`src/rtl/hyperbus_burst_fifo.sv`:
```
// Single-clock command/burst bridge. It queues user commands and data, and runs each
// command as one multi-beat Hyperbus request with head-of-line blocking.
module hyperbus_burst_fifo_sync #(
    parameter int W  = 8,
    parameter int AW = 2
) (
    input  logic          clk,
    input  logic          rst_n,
    input  logic          push,
    input  logic [W-1:0]  din,
    input  logic          pop,
    output logic [W-1:0]  dout,
    output logic          full,
    output logic          empty,
    output logic [AW:0]   level
);
    localparam int DEPTH = 1 << AW;

    logic [W-1:0] mem [DEPTH];
    logic [AW:0]  wptr, rptr;

    // The extra pointer MSB makes a full FIFO read as level == DEPTH.
    assign level = wptr - rptr;
    assign full  = level[AW];
    assign empty = (level == '0);
    assign dout  = mem[rptr[AW-1:0]];

    always_ff @(posedge clk or negedge rst_n) begin
        if (!rst_n) begin
            wptr <= '0;
            rptr <= '0;
        end else begin
            if (push && !full) wptr <= wptr + (AW+1)'(1);
            if (pop && !empty) rptr <= rptr + (AW+1)'(1);
        end
    end

    always_ff @(posedge clk) begin
        if (push && !full) mem[wptr[AW-1:0]] <= din;
    end
endmodule

module hyperbus_burst_fifo #(
    parameter int FIFO_DATA_WIDTH = 32,
    parameter int HBUS_DATA_WIDTH = 16,
    parameter int HBUS_ADDR_WIDTH = 32,
    parameter int DATA_ASIZE      = 3,
    parameter int CMD_ASIZE       = 2
) (
    input  logic                       clk,
    input  logic                       rst_n,
    input  logic                       cmd_valid,
    output logic                       cmd_ready,
    input  logic                       cmd_we,
    input  logic [HBUS_ADDR_WIDTH-1:0] cmd_adr,
    input  logic [DATA_ASIZE-1:0]      cmd_len,
    input  logic [FIFO_DATA_WIDTH-1:0] wr_dat,
    input  logic                       wr_valid,
    output logic                       wr_ready,
    output logic [FIFO_DATA_WIDTH-1:0] rd_dat,
    output logic                       rd_valid,
    input  logic                       rd_ready,
    output logic [HBUS_ADDR_WIDTH-1:0] hbus_adr_o,
    output logic [HBUS_DATA_WIDTH-1:0] hbus_dat_o,
    input  logic [HBUS_DATA_WIDTH-1:0] hbus_dat_i,
    output logic                       hbus_rrq,
    output logic                       hbus_wrq,
    input  logic                       hbus_ready,
    input  logic                       hbus_valid,
    input  logic                       hbus_busy,
    output logic [CMD_ASIZE:0]         cmd_level
);
    localparam int CYCLES = FIFO_DATA_WIDTH / HBUS_DATA_WIDTH;
    localparam int BW     = (CYCLES > 1) ? $clog2(CYCLES) : 1;
    localparam int CW     = 1 + HBUS_ADDR_WIDTH + DATA_ASIZE;
    localparam logic [DATA_ASIZE:0] DDEPTH = (DATA_ASIZE+1)'(1 << DATA_ASIZE);

    typedef enum logic [1:0] {IDLE, WRITE, READ} state_t;

    state_t                       state;
    logic                         arm, start, cond, rx_pend;
    logic [FIFO_DATA_WIDTH-1:0]   tx_sr, rx_sr, tx_dout;
    logic [DATA_ASIZE-1:0]        word_cnt;
    logic [BW-1:0]                beat_cnt;
    logic [CW-1:0]                cmd_dout;
    logic                         cmd_full, cmd_empty, tx_full, tx_empty, tx_pop, rx_full, rx_empty;
    logic [DATA_ASIZE:0]          tx_level, rx_level, rx_free, need;
    logic                         head_we;
    logic [HBUS_ADDR_WIDTH-1:0]   head_adr;
    logic [DATA_ASIZE-1:0]        head_len;

    hyperbus_burst_fifo_sync #(.W(CW), .AW(CMD_ASIZE)) u_cmd (
        .clk(clk), .rst_n(rst_n), .push(cmd_valid), .din({cmd_we, cmd_adr, cmd_len}),
        .pop(start), .dout(cmd_dout), .full(cmd_full), .empty(cmd_empty), .level(cmd_level));

    hyperbus_burst_fifo_sync #(.W(FIFO_DATA_WIDTH), .AW(DATA_ASIZE)) u_tx (
        .clk(clk), .rst_n(rst_n), .push(wr_valid), .din(wr_dat),
        .pop(tx_pop), .dout(tx_dout), .full(tx_full), .empty(tx_empty), .level(tx_level));

    hyperbus_burst_fifo_sync #(.W(FIFO_DATA_WIDTH), .AW(DATA_ASIZE)) u_rx (
        .clk(clk), .rst_n(rst_n), .push(rx_pend && !rx_full), .din(rx_sr),
        .pop(rd_ready), .dout(rd_dat), .full(rx_full), .empty(rx_empty), .level(rx_level));

    assign {head_we, head_adr, head_len} = cmd_dout;
    assign cmd_ready  = !cmd_full;
    assign wr_ready   = !tx_full;
    assign rd_valid   = !rx_empty;
    assign hbus_dat_o = tx_sr[FIFO_DATA_WIDTH-1 -: HBUS_DATA_WIDTH];

    assign need    = {1'b0, head_len} + (DATA_ASIZE+1)'(1);
    assign rx_free = DDEPTH - rx_level;
    assign cond    = (state == IDLE) && !cmd_empty && !hbus_busy &&
                     (head_we ? (tx_level >= need) : (rx_free >= need));
    // A start needs the condition on two consecutive cycles; this sets the
    // N+2 request latency and guarantees an idle cycle between bursts.
    assign start   = cond && arm;
    assign tx_pop  = !tx_empty && ((start && head_we) ||
                     (state == WRITE && hbus_ready && beat_cnt == '0 && word_cnt != '0));

    always_ff @(posedge clk or negedge rst_n) begin
        if (!rst_n) begin
            state      <= IDLE;
            arm        <= 1'b0;
            rx_pend    <= 1'b0;
            hbus_adr_o <= '0;
            hbus_wrq   <= 1'b0;
            hbus_rrq   <= 1'b0;
            tx_sr      <= '0;
            rx_sr      <= '0;
            word_cnt   <= '0;
            beat_cnt   <= '0;
        end else begin
            arm     <= cond && !arm;
            rx_pend <= 1'b0;
            case (state)
                IDLE: if (start) begin
                    hbus_adr_o <= head_adr;
                    word_cnt   <= head_len;
                    beat_cnt   <= BW'(CYCLES-1);
                    if (head_we) begin
                        tx_sr    <= tx_dout;
                        hbus_wrq <= 1'b1;
                        state    <= WRITE;
                    end else begin
                        rx_sr    <= '0;
                        hbus_rrq <= 1'b1;
                        state    <= READ;
                    end
                end
                WRITE: if (hbus_ready) begin
                    if (beat_cnt != '0) begin
                        tx_sr    <= tx_sr << HBUS_DATA_WIDTH;
                        beat_cnt <= beat_cnt - BW'(1);
                    end else if (word_cnt == '0) begin
                        hbus_wrq <= 1'b0;
                        state    <= IDLE;
                    end else begin
                        tx_sr    <= tx_dout;
                        word_cnt <= word_cnt - DATA_ASIZE'(1);
                        beat_cnt <= BW'(CYCLES-1);
                    end
                end
                READ: if (hbus_valid) begin
                    rx_sr <= (rx_sr << HBUS_DATA_WIDTH) | FIFO_DATA_WIDTH'(hbus_dat_i);
                    if (beat_cnt != '0) begin
                        beat_cnt <= beat_cnt - BW'(1);
                    end else begin
                        // Completed word is pushed on the following edge.
                        rx_pend <= 1'b1;
                        if (word_cnt == '0) begin
                            hbus_rrq <= 1'b0;
                            state    <= IDLE;
                        end else begin
                            word_cnt <= word_cnt - DATA_ASIZE'(1);
                            beat_cnt <= BW'(CYCLES-1);
                        end
                    end
                end
                default: state <= IDLE;
            endcase
        end
    end
endmodule

```
`config.mk`:
```
export PLATFORM = sky130hd
export DESIGN_NAME = hyperbus_burst_fifo
export DESIGN_NICKNAME = d
export VERILOG_FILES = /design/src/rtl/hyperbus_burst_fifo.sv
export SDC_FILE = /design/constraint.sdc
export NUM_CORES = 1
export LEC_CHECK = 0
export ABC_AREA = 1
export CORE_AREA = 2 2 192 335
export CTS_BUF_LIST = sky130_fd_sc_hd__clkbuf_16
export CTS_CLUSTER_SIZE = 20
export DETAILED_ROUTE_END_ITERATION = 10
export DIE_AREA = 0 0 194 337
export PLACE_DENSITY = 0.72
export SKIP_CTS_REPAIR_TIMING = 1
export SYNTH_ARGS = -nofsm -noshare
export SYNTH_HDL_FRONTEND = slang
export SYNTH_SLANG_ARGS = --single-unit
```
`constraint.sdc`:
```
create_clock -name clk -period 4.68 [get_ports clk]
set_input_delay 0.936 -clock clk [delete_from_list [all_inputs] [get_ports clk]]
set_output_delay 0.936 -clock clk [all_outputs]
set_load 0.01 [all_outputs]
```
; Word-level counts from Yosys, hierarchy flattened
; Memory sizes are Yosys's and may differ from the RTL's.
; Cells that the tools add are included.
[totals]
ramBits = 656
register_bits = 128
wordCells = 139
memories = 3
[memory_table]
columns = name, depth, word_bits, read_ports, rd_ports_with_merged_regs, wr, line
row1 = u_rx.mem, 8, 32, 1, 0, 1, 19  ; logic [W-1:0] mem [DEPTH];
row2 = u_tx.mem, 8, 32, 1, 0, 1, 19
row3 = u_cmd.mem, 4, 36, 1, 0, 1, 19
[classes]
addsub = 13
eq_ne = 12
reduce_logical = 42
n_mux = 49
magnitude_cmp = 2
bitwise = 2
[op_table]
columns = op, count
row1 = $mux 32, 8
row2 = $pmux 32 s2, 2
row3 = $or 32x16->32, 1
row4 = $mux 1, 23
row5 = $logic_and 1x1->1, 17
row6 = $add 4x1->4 const B, 4
row7 = $ne 2x2->1 const B, 8
row8 = $mux 3, 5
row9 = $mux 2, 6
row10 = $reduce_and 6->1, 2
row11 = $pmux 3 s3, 1
row12 = $ge 4x4->1, 2
row13 = $logic_not 1->1, 8
row14 = $logic_not 4->1, 2
row15 = $reduce_and 4->1, 2
row16 = $sub 4x4->4, 2
row17 = $add 3x1->3 const B, 2
row18 = $logic_not 3->1, 2
row19 = $pmux 2 s3, 1
row20 = $reduce_bool 3->1, 2
row21 = $reduce_and 5->1, 1
row22 = $add 3x1->4 const B, 1
row23 = $pmux 1 s2, 2
row24 = $reduce_bool 2->1, 2
row25 = other kinds (14), 14

; Longest topological paths before layout
; Gate-level depths: netlist of the first run.
[depth]
depth_word = 11
ltp_mapped = 21

; Cells and area by module
; From an unflattened synthesis of the first run, not the netlist that was laid out.
[hier_totals]
cells_unflattened = 2681
area_unflattened_um2 = 31986.9
[modules_own_cells]
columns = mod, instances, seq_area_each_um2, area_per_inst_um2, cells_per_inst
row1 = hyperbus_burst_fifo_sync (u_tx), 1, 7887.6, 10515.1, 816
row2 = hyperbus_burst_fifo_sync (u_rx), 1, 7887.6, 10487.6, 808
row3 = hyperbus_burst_fifo_sync (u_cmd), 1, 4474.3, 5754.3, 408
row4 = hyperbus_burst_fifo, 1, 2652.5, 5230.0, 649

; Least setup slack after synthesis of the first run
; Ideal clock, no wire load.
[synth_path]
path_kind = register -> register
from = reg u_rx.rptr[1]
to = mem u_rx.mem[6][0] (netlist bit), enable pin
synth_period_minus_slack_ns = 4.761
setup_time_ns = 0.461
required_time_ns = 4.219
path_slack_ns = -0.081
path_stages_with_launch = 13
t_arrival_ns = 4.300
path_cell_list = dfrtp_1 inv_1 clkbuf_1 clkbuf_1 ha_1 nand2_1 nand2_1 a21oi_1 or2_2 nand2_1 nor2_1 nand2_1 nor3_1
[synth_via]
elab_chain_len = 6
[synth_lines]
columns = item, line
row1 = from (decl), 20  ; logic [AW:0] wptr, rptr;
row2 = from (signal assigned), 34  ; if (pop && !empty) rptr <= rptr + (AW+1)'(1);
row3 = $sub 4x4->4 (*), 23  ; assign level = wptr - rptr;
row4 = $logic_not 1->1 (*), "39, 101"
row5 = $logic_and 1x1->1, 101  ; .clk(clk), .rst_n(rst_n), .push(rx_pend && !rx_full), .din(rx_sr),
row6 = $logic_and 1x1->1 (*), 39  ; if (push && !full) mem[wptr[AW-1:0]] <= din;
row7 = $mux 1 (*), 39
row8 = $mux 1 (implied by the code) (*), 39
row9 = to (decl), 19
; Every way passes the cells marked *; elsewhere a longest branch is shown, timed or not.

; Worst setup path in the final report of the first run
[layout_path]
from = reg u_cmd.rptr[0]
to = out cmd_ready
[layout_via]
elab_chain_len = 2
[layout_lines]
columns = item, line
row1 = from (decl), 20
row2 = from (signal assigned), 34
row3 = $sub 3x3->3, 23
row4 = $logic_not 1->1, 105  ; assign cmd_ready = !cmd_full;
row5 = to (decl), 53  ; output logic cmd_ready,
; No other way between the ends.

==> run summary, run 1 <==
status - finished, final reports clean
Row Count - 122
Critical Path Source Type - flip-flop
synth unique cells - 34
Layout area overhead - 15.9%
first-pass GRT wire length - 116000 um
synth top area cells - edfxtp_1, dfrtp_1, o21ai_0
die area - 65400 sq um
width of the die - 194 um
relative slew slack - 25.1%
worst path cell trace - ha_1 > fa_1 > inv_1 > nand2_1 > nand2_1 > nand2_1 > nand2_1 > clkdlybuf4s50_1
minimum clock period - 4.13 ns
# nets final - 2909
Slowest-stage cell, CP - dfrtp_2
share of the synthesized area in the top cell type - 62.2%
largest net degree at the start of global routing - 129
WP data arrival - 3.20 ns
Peak VDD IR - 0.500 mV
cell area after synthesis - 31600 sq um
Ys Warns - 0
most frequent cell after synthesis - edfxtp_1
synthesized area per cell - 11.9 sq um
worst min path class - primary input to async pin
Worst setup EP type - primary output
clk root buf - clkbuf_16
ys async rst share - 16.3%
post-synthesis sequential area ratio - 72.4%
dominant cell type by area after synthesis - edfxtp_1
post-route clock period utilization - 88.3%
Synth top cells by count - edfxtp_1, nor2_1, o21ai_0
GPL Wtd Cong - 0.841
CTS tree - done
final setup fails - 0
Iteration-0 DRC Markers - 1703
# port buffers - 179
leak pwr - 13.5 nW
Seq cells post-synth - 784
Post-synth EDFFs - 656
grt ovf - 0
Worst Setup Path Type - flip-flop to primary output
post-DR wirelength/cell - 20.6 um
gr usage total - 22.8%
Post-Synthesis Cells - 2658
Total Neg Setup Slack - 0 ns
via count - 20.6k
Routed Antenna Nets - 0
die height - 337 um
crit-path most repeated cell - nand2_1
maximum buffer depth of the clock tree - 3
Worst EP required - 3.74 ns
DRC - 0
Clock transition at path regs - 0.07 ns
final WL - 75100 um
total CTS buffers - 69
Post-Syn Nets - 2785
Core Area - 62900 sq um
FMAX - 242 MHz
Ports - 180
RSZ-0062 raised after global routing - no
number of global-route vias before repair - 21.0k
Crit Path Max Fanout - 43
Skew-Pair Late Insertion Delay - 0.62 ns
Initial DRT Pass Iterations - 5
Max stage delay on crit path - 0.70 ns
Initial Util - 50.3%
Via density - 5.64
Slew Limit Fails - 0
Hold Vio Cnt, Final - 0
layout cell share with drive strength beyond 1 - 6.90%
Pwr Total - 0.0240 W
P per Cell Area - 655 nW/um^2
final hold slack - 0.397 ns
Max H-tree Level - 3
Clock Sinks - 784
Worst-Margin Slew - 1.12 ns
Max-cap violations - 0
Layout Skew - 0.0223 ns
DP HPWL - 43600 um
register-to-register path setup slack - 0.64 ns
initial antenna violation count - 8
Most used DFF post-synth - edfxtp_1
[logic make-up after synthesis]
family | after synthesis | share of synthesized area (%)
flip-flops | 784 | 72.4
XOR/XNOR | 22 | 0.609
adder cells (fa/ha/maj) | 35 | 1.45
AND/OR/NAND/NOR | 952 | 12.1
buffers and inverters | 303 | 3.97
AO/OA/AOI/OAI | 562 | 9.45
[per-layer routing]
layer	up-vias	share of wire [%]	routed length, um	GRT usage [%]
met5	-	0.060	45	0
met1	10100	37	27600	26.0
met2	720	54	40300	41.9
li1	9575	-	-	-
met3	159	6.3	4760	4.34
met4	8	3.1	2350	9.56
[power breakdown]
part           total (W)  switching, W  internal, W
combinational    0.00842       0.00541      0.00301
sequential       0.00969      0.000810      0.00888
clock            0.00592       0.00251      0.00341
total             0.0240       0.00873       0.0153
[state kept, by name, summed over array words and instances (netlist names)]
name	cells
u_rx.mem	256
word_cnt	3
u_cmd.rptr	3
u_tx.mem	256
state	2
u_cmd.wptr	3
u_rx.wptr	4
hbus_adr_o	32
beat_cnt	1
hbus_rrq	1
rx_sr	32
hbus_wrq	1
tx_sr	32
u_tx.rptr	4
u_cmd.mem	144
u_tx.wptr	4
u_rx.rptr	4
arm	1
rx_pend	1
[layout by cell type (no fill, tap or decap), types with 8 or more instances in the layout]
master and instances:
edfxtp_1 656, nor2_1 463, o21ai_0 387, nand2_1 334, clkdlybuf4s50_1 178, inv_1 131
dfrtp_1 124, nand3_1 80, o22ai_1 80, clkbuf_16 73, nand4_1 41, buf_4 39
o21ai_1 33, a31oi_1 32, ha_1 32, a21oi_1 18, xor2_1 17, nor2_4 17
clkinv_1 16, bufinv_16 10, o211ai_1 9, buf_12 9, or2_2 8
[critical path, delay by kind of cell (launching register included)]
| kind | cells | cell delay, ns |
|---|---|---|
| fa+ha+maj | 2 | 0.77 |
| simple gates | 4 | 0.43 |
| buf+inv | 2 | 0.67 |
| flops | 1 | 0.70 |
[path summary, 6_finish.rpt]
path / endpoint / from / cells past startpoint
setup / recovery: cmd_ready / u_cmd.rptr[0] / 8
hold / removal: hbus_adr_o[2] / rst_n / 1
setup reg to reg: rx_sr[19] / u_cmd.rptr[0] / 9
hold reg to reg: word_cnt[0] / word_cnt[0] / 2
max in group asynchronous: tx_sr[29] / rst_n / 2
min in group clk: word_cnt[0] / word_cnt[0] / 2
[per-stage QoR]
| step | cell area, sq um | util (%) | instances | worst slack, ns |
|---|---|---|---|---|
| global route | 36700 | 58.3 | 3649 | 0.275 |
| global placement | 34300 | 54.5 | 3517 | 0.922 |
| CTS | 36700 | 58.3 | 3645 | 0.525 |
| finish | 36700 | 58.3 | 3650 | 0.547 |
| floorplan | 31700 | - | 2658 | 0.528 |
| detailed placement | 34300 | 54.5 | 3517 | 0.710 |
[layout make-up]
type / instances / area (sq um)
flip-flops and latches: 784 / 22900
clock inverters: 55 / 553
multi-input cells: 1571 / 7630
diodes: 5 / 12.5
fillers: 4863 / 26200
repair buffers: 227 / 2270
inverters: 129 / 487
clock buffers: 73 / 1830
well taps: 806 / 1010
No activity file was read; power rests on OpenSTA's default activity.
==> inputs of run 2 (changes only) <==
GPL_ROUTABILITY_DRIVEN = 0   (was not set)
==> results of run 2 <==
No change in the layout: final DEF, timing and power equal those of run 1.
==> inputs of run 3 (changes only) <==
PLACE_DENSITY = not set   (was 0.72)
PLACE_DENSITY_LB_ADDON = 0.2   (was not set)
SETUP_SLACK_MARGIN = 0.02   (was not set)
==> run 3 against run 2 <==
Net effect: register-to-register slack got worse by 0.06 ns; combinational power down 0.7%; sequential share of layout area rose by 0.14 points; non-clock buffer count is 3 higher; critical path depth down 2; first-iteration DRC count decreased by 19%; critical path type unchanged; routed wire length up 0.23%; largest cell class unchanged; critical endpoint is now rd_dat[9]; sequential power shrank 0.5%; sequential cell count unchanged; clock-buffer cell count decreased by 1; fmax is 0.37% lower; hold slack worse by 0.079 ns.
==> run summary, run 3 (synthesis gave the netlist of run 1 again) <==
DP HPWL - 42900 um (was 43600 um)
global-route track usage on met1 - 27.3% (was 26.0%)
Layout Cells excl Fill - 3650 (unchanged)
# port buffers - 179 (unchanged)
# nets final - 2912 (was 2909)
Layout Skew - 0.0190 ns (was 0.0223 ns)
leak pwr - 13.5 nW (about the same)
largest net degree at the start of global routing - 101 (was 129)
Worst setup EP type - primary output (unchanged)
P per Cell Area - 653 nW/um^2 (was 655 nW/um^2)
width of the die - 194 um (unchanged)
Slowest-stage cell, CP - buf_4 (was dfrtp_2)
Worst EP required - 3.74 ns (about the same)
maximum buffer depth of the clock tree - 3 (unchanged)
commonest non-fill, non-tap cell in the layout - edfxtp_1 (unchanged)
post-DR wirelength/cell - 20.6 um (about the same)
Via density - 5.65 (was 5.64)
Worst Setup Path Type - flip-flop to primary output (unchanged)
RSZ-0062 raised after global routing - no (unchanged)
worst path cell trace - buf_4 > o21ai_0 > o22ai_1 > nor2_1 > a31oi_1 > clkdlybuf4s50_1 (was ha_1 > fa_1 > inv_1 > nand2_1 > nand2_1 > nand2_1 > nand2_1 > clkdlybuf4s50_1)
first-pass GRT wire length - 117000 um (was 116000 um)
FMAX - 241 MHz (was 242 MHz)
via count - 20.6k (about the same)
met2 Track Usage GR - 42.0% (was 41.9%)
status - finished, final reports clean (unchanged)
Initial Util - 50.3% (unchanged)
Initial DRT Pass Iterations - 5 (unchanged)
Slew Limit Fails - 0 (unchanged)
most frequent cells in the layout - edfxtp_1, nor2_1, o21ai_0 (unchanged)
Max stage delay on crit path - 0.70 ns (about the same)
layout cell share with drive strength beyond 1 - 7.04% (was 6.90%)
Total Neg Setup Slack - 0 ns (unchanged)
initial antenna violation count - 5 (was 8)
Ports - 180 (unchanged)
final setup fails - 0 (unchanged)
relative slew slack - 25.7% (was 25.1%)
Placed Cells incl. Taps - 3520 (was 3517)
crit-path leading delay family - buffers and inverters (was adder cells)
clk root buf - clkbuf_16 (unchanged)
GR peak layer - met2 (unchanged)
DRC - 0 (unchanged)
Worst-Margin Slew - 1.11 ns (was 1.12 ns)
met3 GRT Util - 3.97% (was 4.34%)
post-route clock period utilization - 88.6% (was 88.3%)
gr usage total - 23.1% (was 22.8%)
area occupied by multi-input gates - 7640 sq um (was 7630 sq um)
die area - 65400 sq um (unchanged)
Critical Path Source Type - flip-flop (unchanged)
worst min path class - primary input to async pin (unchanged)
Peak VDD IR - 0.968 mV (was 0.500 mV)
Layout area overhead - 15.7% (was 15.9%)
Max-cap violations - 0 (unchanged)
die height - 337 um (unchanged)
grt ovf - 0 (unchanged)
Iteration-0 DRC Markers - 1387 (was 1703)
worst path buffer plus inverter count - 2 (unchanged)
total CTS buffers - 69 (unchanged)
WP data arrival - 3.21 ns (was 3.20 ns)
CTS tree - done (unchanged)
Clock transition at path regs - 0.06 ns (was 0.07 ns)
Core Area - 62900 sq um (unchanged)
minimum clock period - 4.15 ns (was 4.13 ns)
fillcell total - 5024 (was 4863)
Crit Path Max Fanout - 86 (was 43)
Clock Sinks - 784 (unchanged)
Reg area - 22900 sq um (unchanged)
Routed Antenna Nets - 0 (unchanged)
number of global-route vias before repair - 20.8k (was 21.0k)
Row Count - 122 (unchanged)
Hold Vio Cnt, Final - 0 (unchanged)
Skew-Pair Late Insertion Delay - 0.61 ns (was 0.62 ns)
final WL - 75300 um (was 75100 um)
Max H-tree Level - 3 (unchanged)
[run 3: final cells by class]
cell class,count,area share (%)
antenna,4,0.0273
sequential,784,62.6
timing repair buffer,230,5.98
tap,806,2.75
clock inverter,54,1.55
inverter,129,1.33
multi-input combinational,1571,20.9
clock buffer,72,4.92
[run 3: worst paths after layout]
check	start	endpoint	slack, ns	cells after the start
setup / recovery	u_rx.rptr[0]	rd_dat[9]	0.53	6
hold / removal	rst_n	u_cmd.wptr[0]	0.32	1
setup reg to reg	u_cmd.rptr[0]	rx_sr[6]	0.58	17
hold reg to reg	hbus_rrq	hbus_rrq	0.47	2
max in group asynchronous	rst_n	tx_sr[10]	3.39	2
min in group clk	hbus_rrq	hbus_rrq	0.47	2
[run 3: worst reg2reg max path, delay by kind of cell, from the launching register on]
kind	cells	cell delay, ns
and+or+nand+nor	11	2.20
DFF	1	0.70
adders and majority gates	2	0.49
buffers and inverters	3	0.41
xor gates and xnor gates	1	0.19
[run 3: metal layers]
metal  vias to the layer above  wire length, um
li1                       9575                -
met1                     10300            28900
met2                       656            39600
met3                       141             4420
met4                         6             2260
met5                         -               25
[run 3: metrics by stage]
step	area, sq um	power [W]	util, %	hold slack [ns]	setup WS (ns)
floorplan	31700	0.0149	-	0.442	0.528
global placement	34200	0.0179	54.4	0.456	0.709
detailed placement	34200	0.0182	54.4	0.460	0.596
CTS	36600	0.0241	58.2	0.311	0.400
global route	36600	0.0254	58.2	0.338	0.158
finish	36600	0.0239	58.2	0.318	0.532
[run 3: where the power goes]
group          total, W  switching (W)  internal [W]
Combinational   0.00836        0.00540       0.00295
Clock           0.00591        0.00249       0.00342
Sequential      0.00964       0.000761       0.00888
